===== src/rtl/isa_pkg.sv =====
// Shared MIPS ISA constants: 6-bit opcodes and funct codes used by both the
// decoder and this encoder, plus the 4-bit command codes driven into the encoder.
package isa_pkg;

   // Primary opcodes
   localparam logic [5:0] OP_RTYPE = 6'b000000;
   localparam logic [5:0] OP_J     = 6'b000010;
   localparam logic [5:0] OP_BEQ   = 6'b000100;
   localparam logic [5:0] OP_ADDIU = 6'b001001;
   localparam logic [5:0] OP_ORI   = 6'b001101;
   localparam logic [5:0] OP_LUI   = 6'b001111;
   localparam logic [5:0] OP_LW    = 6'b100011;
   localparam logic [5:0] OP_SW    = 6'b101011;

   // R-type funct codes
   localparam logic [5:0] FN_ADDU  = 6'b100001;
   localparam logic [5:0] FN_SUBU  = 6'b100011;
   localparam logic [5:0] FN_AND   = 6'b100100;
   localparam logic [5:0] FN_OR    = 6'b100101;
   localparam logic [5:0] FN_SLTU  = 6'b101011;

   // Command codes presented on cmd_op; 14 and 15 are deliberately unassigned
   typedef enum logic [3:0] {
      CMD_NOP   = 4'd0,
      CMD_ADDU  = 4'd1,
      CMD_SUBU  = 4'd2,
      CMD_AND   = 4'd3,
      CMD_OR    = 4'd4,
      CMD_SLTU  = 4'd5,
      CMD_LW    = 4'd6,
      CMD_SW    = 4'd7,
      CMD_BEQ   = 4'd8,
      CMD_ADDIU = 4'd9,
      CMD_J     = 4'd10,
      CMD_LUI   = 4'd11,
      CMD_ORI   = 4'd12,
      CMD_LI    = 4'd13
   } cmd_op_e;

   // R-type word with shamt fixed at zero
   function automatic logic [31:0] rtype(input logic [4:0] rs, input logic [4:0] rt,
                                         input logic [4:0] rd, input logic [5:0] fn);
      return {OP_RTYPE, rs, rt, rd, 5'd0, fn};
   endfunction

   // I-type word
   function automatic logic [31:0] itype(input logic [5:0] op, input logic [4:0] rs,
                                         input logic [4:0] rt, input logic [15:0] imm);
      return {op, rs, rt, imm};
   endfunction

endpackage


===== src/rtl/instr_pack.sv =====
// Combinational formatter: turns one symbolic command into its first instruction
// word, the follow-up word for a two-word LI, and flags for two-word / illegal.
module instr_pack
   import isa_pkg::*;
(
   input  logic [3:0]  op,
   input  logic [4:0]  rs,
   input  logic [4:0]  rt,
   input  logic [4:0]  rd,
   input  logic [31:0] imm,
   output logic [31:0] word,
   output logic [31:0] second_word,
   output logic        two_word,
   output logic        illegal
);

   logic [15:0] hi;
   logic [15:0] lo;

   assign hi = imm[31:16];
   assign lo = imm[15:0];

   // Select the encoding for the command; LI picks the shortest expansion that fits
   always_comb begin
      word        = 32'd0;
      second_word = 32'd0;
      two_word    = 1'b0;
      illegal     = 1'b0;
      case (cmd_op_e'(op))
         CMD_NOP:   word = 32'd0;
         CMD_ADDU:  word = rtype(rs, rt, rd, FN_ADDU);
         CMD_SUBU:  word = rtype(rs, rt, rd, FN_SUBU);
         CMD_AND:   word = rtype(rs, rt, rd, FN_AND);
         CMD_OR:    word = rtype(rs, rt, rd, FN_OR);
         CMD_SLTU:  word = rtype(rs, rt, rd, FN_SLTU);
         CMD_LW:    word = itype(OP_LW, rs, rt, lo);
         CMD_SW:    word = itype(OP_SW, rs, rt, lo);
         CMD_BEQ:   word = itype(OP_BEQ, rs, rt, lo);
         CMD_ADDIU: word = itype(OP_ADDIU, rs, rt, lo);
         CMD_J:     word = {OP_J, imm[25:0]};
         CMD_LUI:   word = itype(OP_LUI, 5'd0, rt, lo);
         CMD_ORI:   word = itype(OP_ORI, rs, rt, lo);
         CMD_LI: begin
            if (hi == 16'd0) begin
               word = itype(OP_ORI, 5'd0, rt, lo);
            end else if (lo == 16'd0) begin
               word = itype(OP_LUI, 5'd0, rt, hi);
            end else begin
               word        = itype(OP_LUI, 5'd0, rt, hi);
               second_word = itype(OP_ORI, rt, rt, lo);
               two_word    = 1'b1;
            end
         end
         default:   illegal = 1'b1;
      endcase
   end

endmodule


===== src/rtl/instr_encoder.sv =====
// Command-driven instruction encoder: accepts symbolic commands over valid/ready,
// formats them with instr_pack and streams the words into instruction memory.
module instr_encoder
   import isa_pkg::*;
#(
   parameter int ADDR_W = 6
) (
   input  logic              clk,
   input  logic              reset,
   input  logic              start,
   input  logic              cmd_valid,
   output logic              cmd_ready,
   input  logic [3:0]        cmd_op,
   input  logic [4:0]        cmd_rs,
   input  logic [4:0]        cmd_rt,
   input  logic [4:0]        cmd_rd,
   input  logic [31:0]       cmd_imm,
   output logic              imem_we,
   output logic [ADDR_W-1:0] imem_addr,
   output logic [31:0]       imem_wdata,
   output logic [ADDR_W:0]   count,
   output logic              full,
   output logic              err
);

   typedef enum logic {IDLE = 1'b0, SECOND = 1'b1} state_e;

   state_e            state;
   logic [ADDR_W-1:0] ptr;
   logic [31:0]       pending_word;

   logic [31:0]       pack_word;
   logic [31:0]       pack_second;
   logic              pack_two;
   logic              pack_illegal;

   logic              accept;
   logic              last_slot;
   logic              drop;
   logic              wr_en;
   logic [31:0]       wr_data;

   instr_pack u_pack (
      .op          (cmd_op),
      .rs          (cmd_rs),
      .rt          (cmd_rt),
      .rd          (cmd_rd),
      .imm         (cmd_imm),
      .word        (pack_word),
      .second_word (pack_second),
      .two_word    (pack_two),
      .illegal     (pack_illegal)
   );

   assign cmd_ready = (state == IDLE) && !full && !start;
   assign accept    = cmd_valid && cmd_ready;
   assign last_slot = &ptr;

   // Decide whether this cycle writes a word and which one; a two-word LI that
   // would only half fit is dropped rather than leaving a dangling LUI
   always_comb begin
      wr_en   = 1'b0;
      wr_data = pending_word;
      drop    = 1'b0;
      if (!start) begin
         if (state == SECOND) begin
            wr_en = 1'b1;
         end else if (accept) begin
            if (pack_illegal || (pack_two && last_slot)) begin
               drop = 1'b1;
            end else begin
               wr_en   = 1'b1;
               wr_data = pack_word;
            end
         end
      end
   end

   // FSM, pointer, counters and registered write port
   always_ff @(posedge clk or negedge reset) begin
      if (!reset) begin
         state        <= IDLE;
         ptr          <= '0;
         count        <= '0;
         full         <= 1'b0;
         err          <= 1'b0;
         pending_word <= 32'd0;
         imem_we      <= 1'b0;
         imem_addr    <= '0;
         imem_wdata   <= 32'd0;
      end else begin
         imem_we <= 1'b0;
         if (start) begin
            state <= IDLE;
            ptr   <= '0;
            count <= '0;
            full  <= 1'b0;
            err   <= 1'b0;
         end else begin
            if (drop) begin
               err <= 1'b1;
            end
            if (wr_en) begin
               imem_we    <= 1'b1;
               imem_addr  <= ptr;
               imem_wdata <= wr_data;
               ptr        <= ptr + 1'b1;
               count      <= count + 1'b1;
               if (last_slot) begin
                  full <= 1'b1;
               end
            end
            if (state == SECOND) begin
               state <= IDLE;
            end else if (wr_en && pack_two) begin
               pending_word <= pack_second;
               state        <= SECOND;
            end
         end
      end
   end

endmodule


===== config.mk =====
export PLATFORM = sky130hd
export DESIGN_NAME = instr_encoder
export DESIGN_NICKNAME = d
export VERILOG_FILES = /design/src/rtl/isa_pkg.sv /design/src/rtl/instr_pack.sv /design/src/rtl/instr_encoder.sv
export SDC_FILE = /design/constraint.sdc
export NUM_CORES = 1
export LEC_CHECK = 0
export CAP_MARGIN = 25
export CORE_AREA = 2 2 156 112
export DETAILED_ROUTE_END_ITERATION = 8
export DIE_AREA = 0 0 158 114
export GPL_TIMING_DRIVEN = 0
export PLACE_DENSITY = 0.45
export SETUP_SLACK_MARGIN = 0.2
export SLEW_MARGIN = 30
export SYNTH_ARGS = -nofsm -noshare
export SYNTH_HDL_FRONTEND = slang
export SYNTH_SLANG_ARGS = --single-unit

===== constraint.sdc =====
create_clock -name clk -period 1.98 [get_ports clk]
set_input_delay 0.594 -clock clk [delete_from_list [all_inputs] [get_ports clk]]
set_output_delay 0.594 -clock clk [all_outputs]
set_load 0.05 [all_outputs]

== After elaboration in Yosys (flattened, before gate mapping) ==
Index checks and enable logic that the tools add are counted.

* Register bits after elaboration: 87
* ROM bits: 0
* Input bits: 55
* Output and inout port bits: 49
* Bits in writable memories: 0
* Memories kept: 0
* Bits in latches: 0

* Divide/modulo/power cells: 0
* Shifts and indexed selects: 0
* Bitwise operators: 2
* Multiply operators: 0
* Add/subtract/negate cells: 2
* Order comparisons: 0
* Mux-type cells: 34
* Reductions and logical operators: 19
* Equal/unequal tests: 13

{| class="wikitable"
|+ Operator list
! kind !! number
|-
| $pmux W32 S13 || 1
|-
| $mux W32 || 5
|-
| $logic_not A16 Y1 || 2
|-
| $mux W30 || 1
|-
| $mux W28 || 1
|-
| $eq A4 B4 Y1 const B || 6
|-
| $mux W1 || 22
|-
| $eq A4 B3 Y1 const B || 4
|-
| $mux W7 || 2
|-
| $reduce_or A14 Y1 || 1
|-
| $mux W6 || 2
|-
| $eq A4 B2 Y1 const B || 2
|-
| $add A7 B1 Y7 const B || 1
|-
| $add A6 B1 Y6 const B || 1
|-
| $reduce_and A6 Y1 || 1
|-
| $reduce_bool A2 Y1 || 3
|-
| $logic_and A1 B1 Y1 || 5
|-
| $eq A4 B1 Y1 const B || 1
|-
| $logic_not A4 Y1 || 1
|-
| $reduce_and A2 Y1 || 2
|-
| $reduce_and A3 Y1 || 1
|-
| $logic_not A1 Y1 || 2
|-
| $not A1 Y1 || 2
|-
| $logic_or A1 B1 Y1 || 1
|}

== Longest topological paths before layout ==
Gate-level depths: netlist of run 1.

* Depth after elaboration: 14
* Mapped depth: 10
* Gate-level depth less buffers: 7

== Cells and area by module ==
Synthesis of run 1 repeated with hierarchy kept, for this count alone.

* Cell total of the unflattened synthesis: 460
* Area total of the unflattened synthesis: 4,933.5 µm²

{| class="wikitable"
|+ By module, submodules not included
! module !! area an instance (µm²) !! cells an instance !! instances
|-
| instr_encoder || 3,787.4 || 287 || 1
|-
| instr_pack || 1,146.1 || 173 || 1
|}

== Least setup slack after synthesis of run 1 ==
OpenSTA, ideal clock, no wires.

* Path type: in2reg
* Start point: input port start
* End point: register imem_wdata[13]
* Path slack: -0.834 ns
* Required time: 1.914 ns
* Stages: 9
* Data arrival time: 2.748 ns
* Cells stage by stage: buf_2 -> nor3_2 -> nand3_1 -> a31o_2 -> or2_1 -> buf_6 -> buf_6 -> o21ai_1 -> o21a_1

* Cells in the longest elaborated chain, start to end: 7
* Elaborated cells between the ends (all ways): 10
* Classes of those cells: 5 x mux; 1 x bitwise; 4 x reduce/logical

{| class="wikitable"
|+ Ends and longest elaborated chain
! what !! RTL line !! text
|-
| start, declared || instr_encoder.sv:10 || <nowiki>input logic start,</nowiki>
|-
| $logic_not A1 Y1 * || -- ||
|-
| $logic_and A1 B1 Y1 * || instr_encoder.sv:55 || <nowiki>assign cmd_ready = (state == IDLE) && !full && !start;</nowiki>
|-
| net cmd_ready || instr_encoder.sv:12 || <nowiki>output logic cmd_ready,</nowiki>
|-
| $logic_and A1 B1 Y1 * || instr_encoder.sv:56 || <nowiki>assign accept = cmd_valid && cmd_ready;</nowiki>
|-
| $mux W1 || instr_encoder.sv:68 || <nowiki>end else if (accept) begin</nowiki>
|-
| $mux W1 || instr_encoder.sv:66 || <nowiki>if (state == SECOND) begin</nowiki>
|-
| $mux W1 || instr_encoder.sv:65 || <nowiki>if (!start) begin</nowiki>
|-
| $reduce_and A2 Y1 (no line) || -- ||
|-
| end signal, assigned || instr_encoder.sv:106 || <nowiki>imem_wdata <= wr_data;</nowiki>
|-
| end, declared || instr_encoder.sv:20 || <nowiki>output logic [31:0] imem_wdata,</nowiki>
|}

Mark *: on every way through the listed nets, which the timed path passes. The rest lies on a longest branch.
A chain may end at the register's enable or synchronous reset.

== Final worst setup path of run 1 ==
* Start point: input port cmd_imm[31]
* End point: register imem_wdata[20]

* Cells in the longest elaborated chain, start to end: 10
* Elaborated cells between the ends (all ways): 13
* Classes of those cells: 9 x mux; 4 x reduce/logical

{| class="wikitable"
|+ Ends and longest elaborated chain
! what !! RTL line !! text
|-
| start, declared || instr_encoder.sv:17 || <nowiki>input logic [31:0] cmd_imm,</nowiki>
|-
| $logic_not A16 Y1 * || instr_pack.sv:44 || <nowiki>if (hi == 16'd0) begin</nowiki>
|-
| $mux W1 * || instr_pack.sv:44 ||
|-
| $mux W1 * || instr_pack.sv:29 || <nowiki>case (cmd_op_e'(op))</nowiki>
|-
| $logic_and A1 B1 Y1 * || instr_encoder.sv:69 || <nowiki>if (pack_illegal || (pack_two && last_slot)) begin</nowiki>
|-
| $logic_or A1 B1 Y1 * || instr_encoder.sv:69 ||
|-
| $mux W1 || instr_encoder.sv:69 ||
|-
| $mux W1 || instr_encoder.sv:68 ||
|-
| $mux W1 || instr_encoder.sv:66 ||
|-
| $mux W1 || instr_encoder.sv:65 ||
|-
| $reduce_and A2 Y1 (no line) || -- ||
|}

Every way passes the cells marked *; elsewhere a longest branch is shown, timed or not.

==> flow_metrics.tcl, run 1 <==
set metrics [dict create \
    crit_path_start_kind "input port" \
    cts_root_buf "clkbuf_16" \
    drv_slew 0 \
    start_util 0.242 \
    crit_fanout 4 \
    fillers 1689 \
    ios 104 \
    syn_nets 470 \
    max_freq_mhz 453 \
    drive_gt1_frac 0.411 \
    slowest_stage "nor4_4" \
    post-place-ws_ns -1.70 \
    async_reset_ff_frac 1.00 \
    slew_headroom 0.543 \
    path_class "input port to flip-flop" \
    end_kind "flip-flop" \
    core_region_area_sq_mm 0.0167 \
    synth.avg_cell_area_sq_um 9.80 \
    cp_common_cell "buf_6" \
    ys.flop_type "dfrtp_1" \
    ys_ff_latch 76 \
    arrival_ns 2.44 \
    finalPower_uw 5110 \
    fin_ws_ns -0.229 \
    post_drt_wl_per_cell_um 20.2 \
    synth_commonest_cells "dfrtp_1, nor2_1, nand2_1" \
    htreeDepth 3 \
    drt_wl_total_um 16200 \
    area_delta_synth_final_pct 63.7 \
    die_x_um 158 \
    vias 3900 \
    nets 623 \
    yosysTopAreaCell "dfrtp_1" \
    diodes 0 \
    antenna_left 0 \
    finalHoldViolCount 0 \
    grtUsageTotal 0.188 \
    grt_setup_unrepaired "true" \
    cp_num_buf_inv 5 \
    cts.clk_slew.worst_paths_ns 0.06 \
    yosys.area.top_type_share 0.470 \
    synth_edf_count 0 \
    post-synth-top-count-cell "dfrtp_1" \
    setup_viol 70 \
    clk_path_buf_depth 2 \
    syn_inst 413 \
    via_per_inst 4.87 \
    cpPeakStageDelay_ns 0.35 \
    status "finished, violations left" \
    grt_max_degree 53 \
    final_cells 801 \
    dpl.hpwl_um 11400 \
    power_density_mw_per_mm2 772 \
    grt_pass1_vias 4008 \
    crit_family "compound AO/OA/AOI/OAI gates" \
    ys_seq_area_frac 0.470 \
    yosys-top-cells-area "dfrtp_1, mux2_2, nor2_1" \
    dieHeight_um 114 \
    route.detailed.drc 0 \
    dieArea_sq_mm 0.0180 \
    synth_cell_types 53 \
    ctsHoldBuffers 0 \
    first_iter_violations 204 \
    cts_tree "done" \
    grt_pass1_wl_um 24800 \
    skew_ns 0.00500 \
    yosysWarnings 0 \
    worst_slew_pin_slew_ns 0.685 \
    violations "setup timing" \
    routabilityCongestion 0.852 \
    drt_pre_antenna_iters 4 \
    syn_area_sq_mm 0.00405 \
    rows 40 \
    worstPathRequired_ns 2.21 \
    utilization 0.396 \
    grt.overflow.total 0 \
    final.period_utilization 1.12 \
    fin_hold_ws_ns 0.0971 \
    clock_latency_ns 0.35 \
    port_buffers 99 \
    numCtsBuffers 9 \
    clkSinkCount 76 \
    vdd_drop_max_v 0.000354 \
    cap_viol_max_count 0 \
    hold_class "input port to asynchronous set/reset pin" \
    period_minus_slack_ns 2.21 \
    power_leakage_uw 0.00278 \
    antenna_found_initial 0 \
    path_cells "buf_6 > nor4_4 > a41oi_4 > buf_6 > buf_6 > a41oi_4 > nand2b_1 > buf_6 > buf_6 > a221o_1" \
    placed_cells 744 \
]
## placed cells by master, fill, tap and decap left out, types with 10 or more instances in the layout
cell and count:
a21oi_1 13, a22oi_1 14, buf_2 23, buf_4 24
buf_6 27, clkbuf_2 10, clkdlybuf4s15_2 42, clkdlybuf4s50_1 16
dfrtp_1 75, mux2_4 21, nand2_1 33, nor2_1 52
o21ai_0 12
## repair_timing
item | CTS | global route
gates resized for setup | 389 | 43
endpoints found under the setup margin | 124 | 80
cloned | 5 | 0
pin swaps | 29 | 19
setup buffers | 31 | 6
## worst paths after layout
kind | to | cells past startpoint | start | slack (ns)
worst max register to register | imem_wdata[20] | 7 | ptr[0] | -0.10
worst min-delay path | imem_wdata[13] | 1 | reset | 0.1
worst min register to register | imem_addr[5] | 2 | imem_addr[5] | 0.47
min in group clk | ptr[3] | 2 | start | 0.44
worst max-delay path | imem_wdata[20] | 10 | cmd_imm[31] | -0.23
max in group asynchronous | full | 2 | reset | 1.32
## registers in the layout, summed over array words and instances (netlist names)
register / cells
imem_wdata: 31
pending_word: 22
count: 7
imem_addr: 6
ptr: 6
err: 1
full: 1
imem_we: 1
state: 1
## stage by stage
stage / TNS, ns / area, sq um
after global routing: -14.53 / 6630
after floorplan: -21.73 / 4240
final: -10.25 / 6630
after CTS: -9.95 / 6500
after global placement: -293.33 / 5520
after detailed placement: -99.35 / 5550
## power by group
part           leakage, uW  switching, uW  internal [uW]  total (uW)
sequential        0.000983            153           1770        1920
clock             0.000133            676            906        1580
combinational      0.00166            961            647        1610
total              0.00278           1790           3320        5110
## logic make-up (layout without fill, tap and decap cells)
family / count (synthesis) / after routing / share of synthesized area
AO/OA/AOI/OAI: 122 / 122 / 0.216
XOR/XNOR: 12 / 12 / 0.0260
adder cells (fa/ha/maj): 2 / 2 / 0.00618
buffers and inverters: 37 / 194 / 0.0420
flip-flops: 76 / 76 / 0.470
multiplexers: 23 / 23 / 0.0634
other: 1 / 1 / 0.000926
AND/OR/NAND/NOR: 140 / 140 / 0.176
## routing by layer
layer | track usage | routed length (um) | vias up
met5 | 0 | 0 | -
met4 | 0.0456 | 236 | 0
met1 | 0.287 | 8210 | 1920
li1 | - | - | 1833
met2 | 0.262 | 6680 | 131
met3 | 0.0483 | 1090 | 16
## layout make-up
class	count	area [sq um]	share of cell area
multi-input combinational	300	2400	0.362
tap	231	289	0.0436
timing repair buffer	142	1440	0.217
clock inverter	4	25.0	0.00378
sequential	76	1900	0.287
inverter	9	36.3	0.00548
clock buffer	11	253	0.0381
buffer	28	278	0.0419
Note: power is estimated with default switching activity, not from simulation.
==> run 2: changes to the inputs <==
Settings changed: CORE_AREA 2 2 156 112 to 2 2 124 90, DIE_AREA 0 0 158 114 to 0 0 126 92, PLACE_DENSITY 0.45 to 0.67.
Clock period 1.98 ns to 1.91 ns, I/O delays scaled along.
==> run 2 against run 1 <==
The run still ends with setup timing left. Sequential cell count stayed put. Cell count fell by 8.2%. Die area decreased by 36%. Combinational power is 16% higher. Largest cell class unchanged. Critical path type unchanged.
==> flow_metrics.tcl, run 2 (synthesized netlist as in run 1, its figures left out) <==
set metrics [dict create \
    status "finished, violations left" \
    violations "setup timing" \
    dpl_cell_area_sq_mm 0.00543 \
    cap_viol_max_count 0 \
    antenna_found_initial 1 \
    worst_slew_pin_slew_ns 0.718 \
    cts.clk_slew.worst_paths_ns 0.06 \
    port_buffers 99 \
    power_density_mw_per_mm2 793 \
    drt_pre_antenna_iters 5 \
    vias 4563 \
    crit_path_start_kind "input port" \
    die_x_um 126 \
    finalInstanceArea_sq_mm 0.00713 \
    post_drt_wl_per_cell_um 24.2 \
    end_kind "flip-flop" \
    dieArea_sq_mm 0.0116 \
    first_iter_violations 623 \
    layout_commonest_cell "dfrtp_1" \
    hold_class "input port to asynchronous set/reset pin" \
    routabilityCongestion 0.996 \
    antenna_left 0 \
    drive_gt1_frac 0.503 \
    nets 650 \
    htreeDepth 3 \
    core_region_area_sq_mm 0.0106 \
    cts_root_buf "clkbuf_16" \
    clk_path_buf_depth 2 \
    final.period_utilization 1.18 \
    skew_ns 0.00621 \
    multi_input_area_sq_mm 0.00261 \
    fin_ws_ns -0.348 \
    via_per_inst 6.21 \
    finalHoldViolCount 0 \
    grtUsageTotal 0.286 \
    grt_max_degree 40 \
    grt_pass1_wl_um 25400 \
    numCtsBuffers 9 \
    max_freq_mhz 443 \
    vdd_drop_max_v 0.000446 \
    setup_viol 76 \
    path_class "input port to flip-flop" \
    ios 104 \
    r2r_cells 10 \
    fillers 737 \
    drt_wl_total_um 17800 \
    rows 32 \
    dieHeight_um 92 \
    drv_slew 0 \
    largest_registers "imem_wdata x31, pending_word x22, count x7" \
    regArea_sq_mm 0.00190 \
    worstPathRequired_ns 2.16 \
    power_leakage_uw 0.00310 \
    finalPower_uw 5660 \
    grt.overflow.total 0 \
    crit_fanout 4 \
    final_cell_mix "dfrtp_1, nor2_1, buf_6" \
    arrival_ns 2.51 \
    start_util 0.383 \
    dpl.hpwl_um 9950 \
    period_minus_slack_ns 2.26 \
    largest_reg_flops 31 \
    clock_latency_ns 0.34 \
    grt_pass1_vias 4440 \
    cts_tree "done" \
    route.detailed.drc 0 \
    grt_setup_unrepaired "true" \
    top_register "imem_wdata" \
    area_delta_synth_final_pct 76.2 \
    ctsHoldBuffers 0 \
    clkSinkCount 76 \
    slew_headroom 0.516 \
]
run 2: cell types whose count changed in the layout (fill, tap and decap cells not counted), sizes merged:
cell / delta
bufinv: +1
clkinvlp: -2
clkdlybuf4s50: -1
clkbuf: -1
diode: +1
clkdlybuf4s18: +2
clkdlybuf4s15: -5
buf: +34
run 2: metrics by stage:
stage | cells | utilization | worst slack, ns | hold slack, ns | TNS [ns]
6_report | 735 | 0.675 | -0.348 | 0.203 | -16.60
5_1_grt | 735 | 0.675 | -0.388 | 0.245 | -20.48
4_1_cts | 717 | 0.651 | -0.208 | 0.226 | -4.36
3_5_place_dp | 649 | 0.513 | -1.44 | 0.458 | -81.17
3_3_place_gp | 648 | 0.512 | -2.72 | 0.454 | -263.52
2_1_floorplan | 413 | - | -0.470 | 0.277 | -25.62
run 2: routing by layer:
| layer | up-vias | part of all wire | GRT usage |
|---|---|---|---|
| li1 | 1894 | - | - |
| met1 | 2235 | 0.41 | 0.400 |
| met2 | 337 | 0.44 | 0.431 |
| met3 | 97 | 0.099 | 0.0694 |
| met4 | 0 | 0.052 | 0.106 |
| met5 | - | 0 | 0 |
run 2: area by class of cell:
type                    count  share of cell area
diodes                      1            0.000351
plain buffers              28              0.0470
clock buffers              13              0.0365
clock inverters             3             0.00614
inverters                   9             0.00649
multi-input cells         300               0.365
flip-flops and latches     76               0.267
well taps                 136              0.0239
repair buffers            169               0.248
run 2: worst max-delay path, cell delays in order:
cell	delay (ns)
buf_6	0.12
nor4_4	0.36
a41oi_4	0.22
a31o_4	0.29
or2_1	0.24
buf_6	0.13
buf_12	0.12
buf_12	0.12
a2bb2oi_2	0.15
o21ai_1	0.19
run 2: report_power, final:
group | switching (uW) | internal [uW]
Combinational | 1080 | 778
Clock | 706 | 1090
Sequential | 171 | 1840
run 2: worst paths after layout:
kind	slack, ns	startpoint	to
setup / recovery	-0.35	cmd_imm[24]	imem_wdata[3]
hold / removal	0.20	reset	imem_addr[3]
setup reg to reg	-0.29	ptr[1]	imem_wdata[6]
hold reg to reg	0.50	imem_addr[4]	imem_addr[4]
max in group asynchronous	1.12	reset	pending_word[10]
min in group clk	0.46	start	ptr[3]
run 2: what timing repair did:
action                                  4_1_cts  5_1_grt
endpoints found under the setup margin      124       81
resized for setup                           481       41
endpoints found under the hold margin         0        0
cloned                                        7        0
buffers inserted                             45       17
pin swaps                                    50       17
==> run 3: changes to the inputs <==
Settings changed: CAP_MARGIN 25 to 20, GPL_ROUTABILITY_DRIVEN from default to 0, TNS_END_PERCENT from default to 1.
==> run 3 against run 2 <==
The flow still finishes with violations (setup timing). Highest routed layer unchanged. Global-route usage is 2.7 points lower. Sequential cell count stayed put. Critical endpoint is now ptr[2]. Combinational power is 13% lower.
==> flow_metrics.tcl, run 3 (synthesized netlist as in run 1, its figures left out) <==
set metrics [dict create \
    ios 104 \
    setup_viol 74 \
    grtUsageTotal 0.259 \
    antenna_left 0 \
    nets 616 \
    slowest_stage "nor4_4" \
    grt_pass1_wl_um 23200 \
    max_freq_mhz 445 \
    top_register "imem_wdata" \
    crit_cells 12 \
    largest_registers "imem_wdata x31, pending_word x22, count x7" \
    post_drt_wl_per_cell_um 21.5 \
    fin_hold_ws_ns 0.195 \
    start_util 0.383 \
    dieHeight_um 92 \
    cap_viol_max_count 0 \
    final_cells 698 \
    htreeDepth 3 \
    fin_ws_ns -0.337 \
    crit_fanout 4 \
    grt_pass1_vias 4138 \
    cp_num_buf_inv 6 \
    final.period_utilization 1.18 \
    drv_slew 0 \
    period_minus_slack_ns 2.25 \
    dpl.hpwl_um 9810 \
    layout_commonest_cell "dfrtp_1" \
    end_kind "flip-flop" \
    cts_tree "done" \
    r2r-end "imem_wdata[17]" \
    grt.overflow.total 0 \
    cts_root_buf "clkbuf_16" \
    cp-endpoint "ptr[2]" \
    dieArea_sq_mm 0.0116 \
    drt_pre_antenna_iters 5 \
    violations "setup timing" \
    cpPeakStageDelay_ns 0.40 \
    port_buffers 99 \
    crit_family "buffers and inverters" \
    skew_ns 0.00923 \
    rows 32 \
    arrival_ns 2.46 \
    grt_setup_unrepaired "true" \
    drt_wl_total_um 15000 \
    slew_headroom 0.579 \
    r2r_cells 8 \
    vdd_drop_max_v 0.000468 \
    path_cells "buf_8 > nor4_4 > a41oi_4 > buf_6 > buf_12 > a41oi_4 > buf_6 > buf_6 > buf_16 > nand2_1 > xor2_1 > nor2_1" \
    regArea_sq_mm 0.00190 \
    utilization 0.597 \
    placed_cells 649 \
    worst_slew_pin_slew_ns 0.625 \
    antenna_found_initial 0 \
    ctsHoldBuffers 0 \
    clkSinkCount 76 \
    grt_max_degree 44 \
    via_per_inst 5.89 \
    hold_class "input port to asynchronous set/reset pin" \
    worstPathRequired_ns 2.12 \
    area_delta_synth_final_pct 56.0 \
    largest_reg_flops 31 \
    clk_path_buf_depth 2 \
    reg2reg_from "ptr[1]" \
    cp_common_cell "buf_6" \
    power_density_mw_per_mm2 854 \
    diodes 0 \
    status "finished, violations left" \
    fillers 872 \
    critPathLaunch "cmd_imm[17]" \
    path_class "input port to flip-flop" \
    numCtsBuffers 9 \
    finalHoldViolCount 0 \
    die_x_um 126 \
    r2r_slack_ns -0.24 \
    multi_input_area_sq_mm 0.00230 \
    vias 4114 \
    first_iter_violations 511 \
    power_leakage_uw 0.00270 \
    core_region_area_sq_mm 0.0106 \
    cts.clk_slew.worst_paths_ns 0.06 \
    final_cell_mix "dfrtp_1, nor2_1, clkdlybuf4s15_2" \
    drive_gt1_frac 0.379 \
    route.detailed.drc 0 \
    clock_latency_ns 0.33 \
    crit_path_start_kind "input port" \
]
run 3: cell count changes in the layout (fill, tap and decap cells not counted), moves of 11 or more:
cell,delta
nand2_1,+11
buf_6,-16
mux2_4,-16
buf_4,-13
mux2_2,+14
buf_2,-11
run 3: through the flow:
step	TNS [ns]	setup slack, ns	instance area (sq um)	total power (uW)
final	-15.64	-0.337	6310	5390
after global placement	-261.94	-2.69	5270	3450
after floorplan	-27.80	-0.474	4110	2870
after detailed placement	-82.81	-1.31	5290	3480
after CTS	-10.18	-0.216	6260	5370
after global routing	-19.26	-0.389	6310	5570
run 3: what timing repair did:
item | 4_1_cts | 5_1_grt
setup buffers | 30 | 0
endpoints found under the setup margin | 124 | 81
resized for setup | 365 | 26
cloned | 5 | 0
pin swaps | 32 | 8
run 3: cell type report:
cell class / count / share of cell area
multi-input combinational: 300 / 0.364
sequential: 76 / 0.301
timing repair buffer: 135 / 0.212
buffer: 28 / 0.0402
clock buffer: 9 / 0.0357
tap: 136 / 0.0269
clock inverter: 5 / 0.0125
inverter: 9 / 0.00733
run 3: how the worst min path moves through the flow:
| stage | end | slack (ns) |
|---|---|---|
| 2_1_floorplan | count[0] | 0.28 |
| 3_3_place_gp | imem_addr[0] | 0.46 |
| 3_5_place_dp | imem_wdata[3] | 0.47 |
| 4_1_cts | pending_word[3] | 0.21 |
| 5_1_grt | imem_wdata[7] | 0.23 |
| 6_report | imem_wdata[7] | 0.20 |
run 3: metal layers:
layer / vias up / global-route usage / wire length (um)
li1: 1829 / - / -
met2: 258 / 0.379 / 6590
met3: 55 / 0.0770 / 1520
met1: 1972 / 0.361 / 6400
met4: 0 / 0.103 / 519
met5: - / 0 / 0
run 3: where the power goes:
group	internal, uW	switching [uW]	total (uW)	leakage (uW)
clock	1130	666	1790	0.000151
combinational	620	992	1610	0.00156
sequential	1840	149	1980	0.000983
run 3: worst register-to-register path, stage by stage, from the launching register on:
cell and delay, ns:
dfrtp_1 0.45, ha_1 0.26, and3_2 0.29, a31o_4 0.28, or2_1 0.22, buf_6 0.14, buf_12 0.15, o21ai_4 0.15
o21a_1 0.14
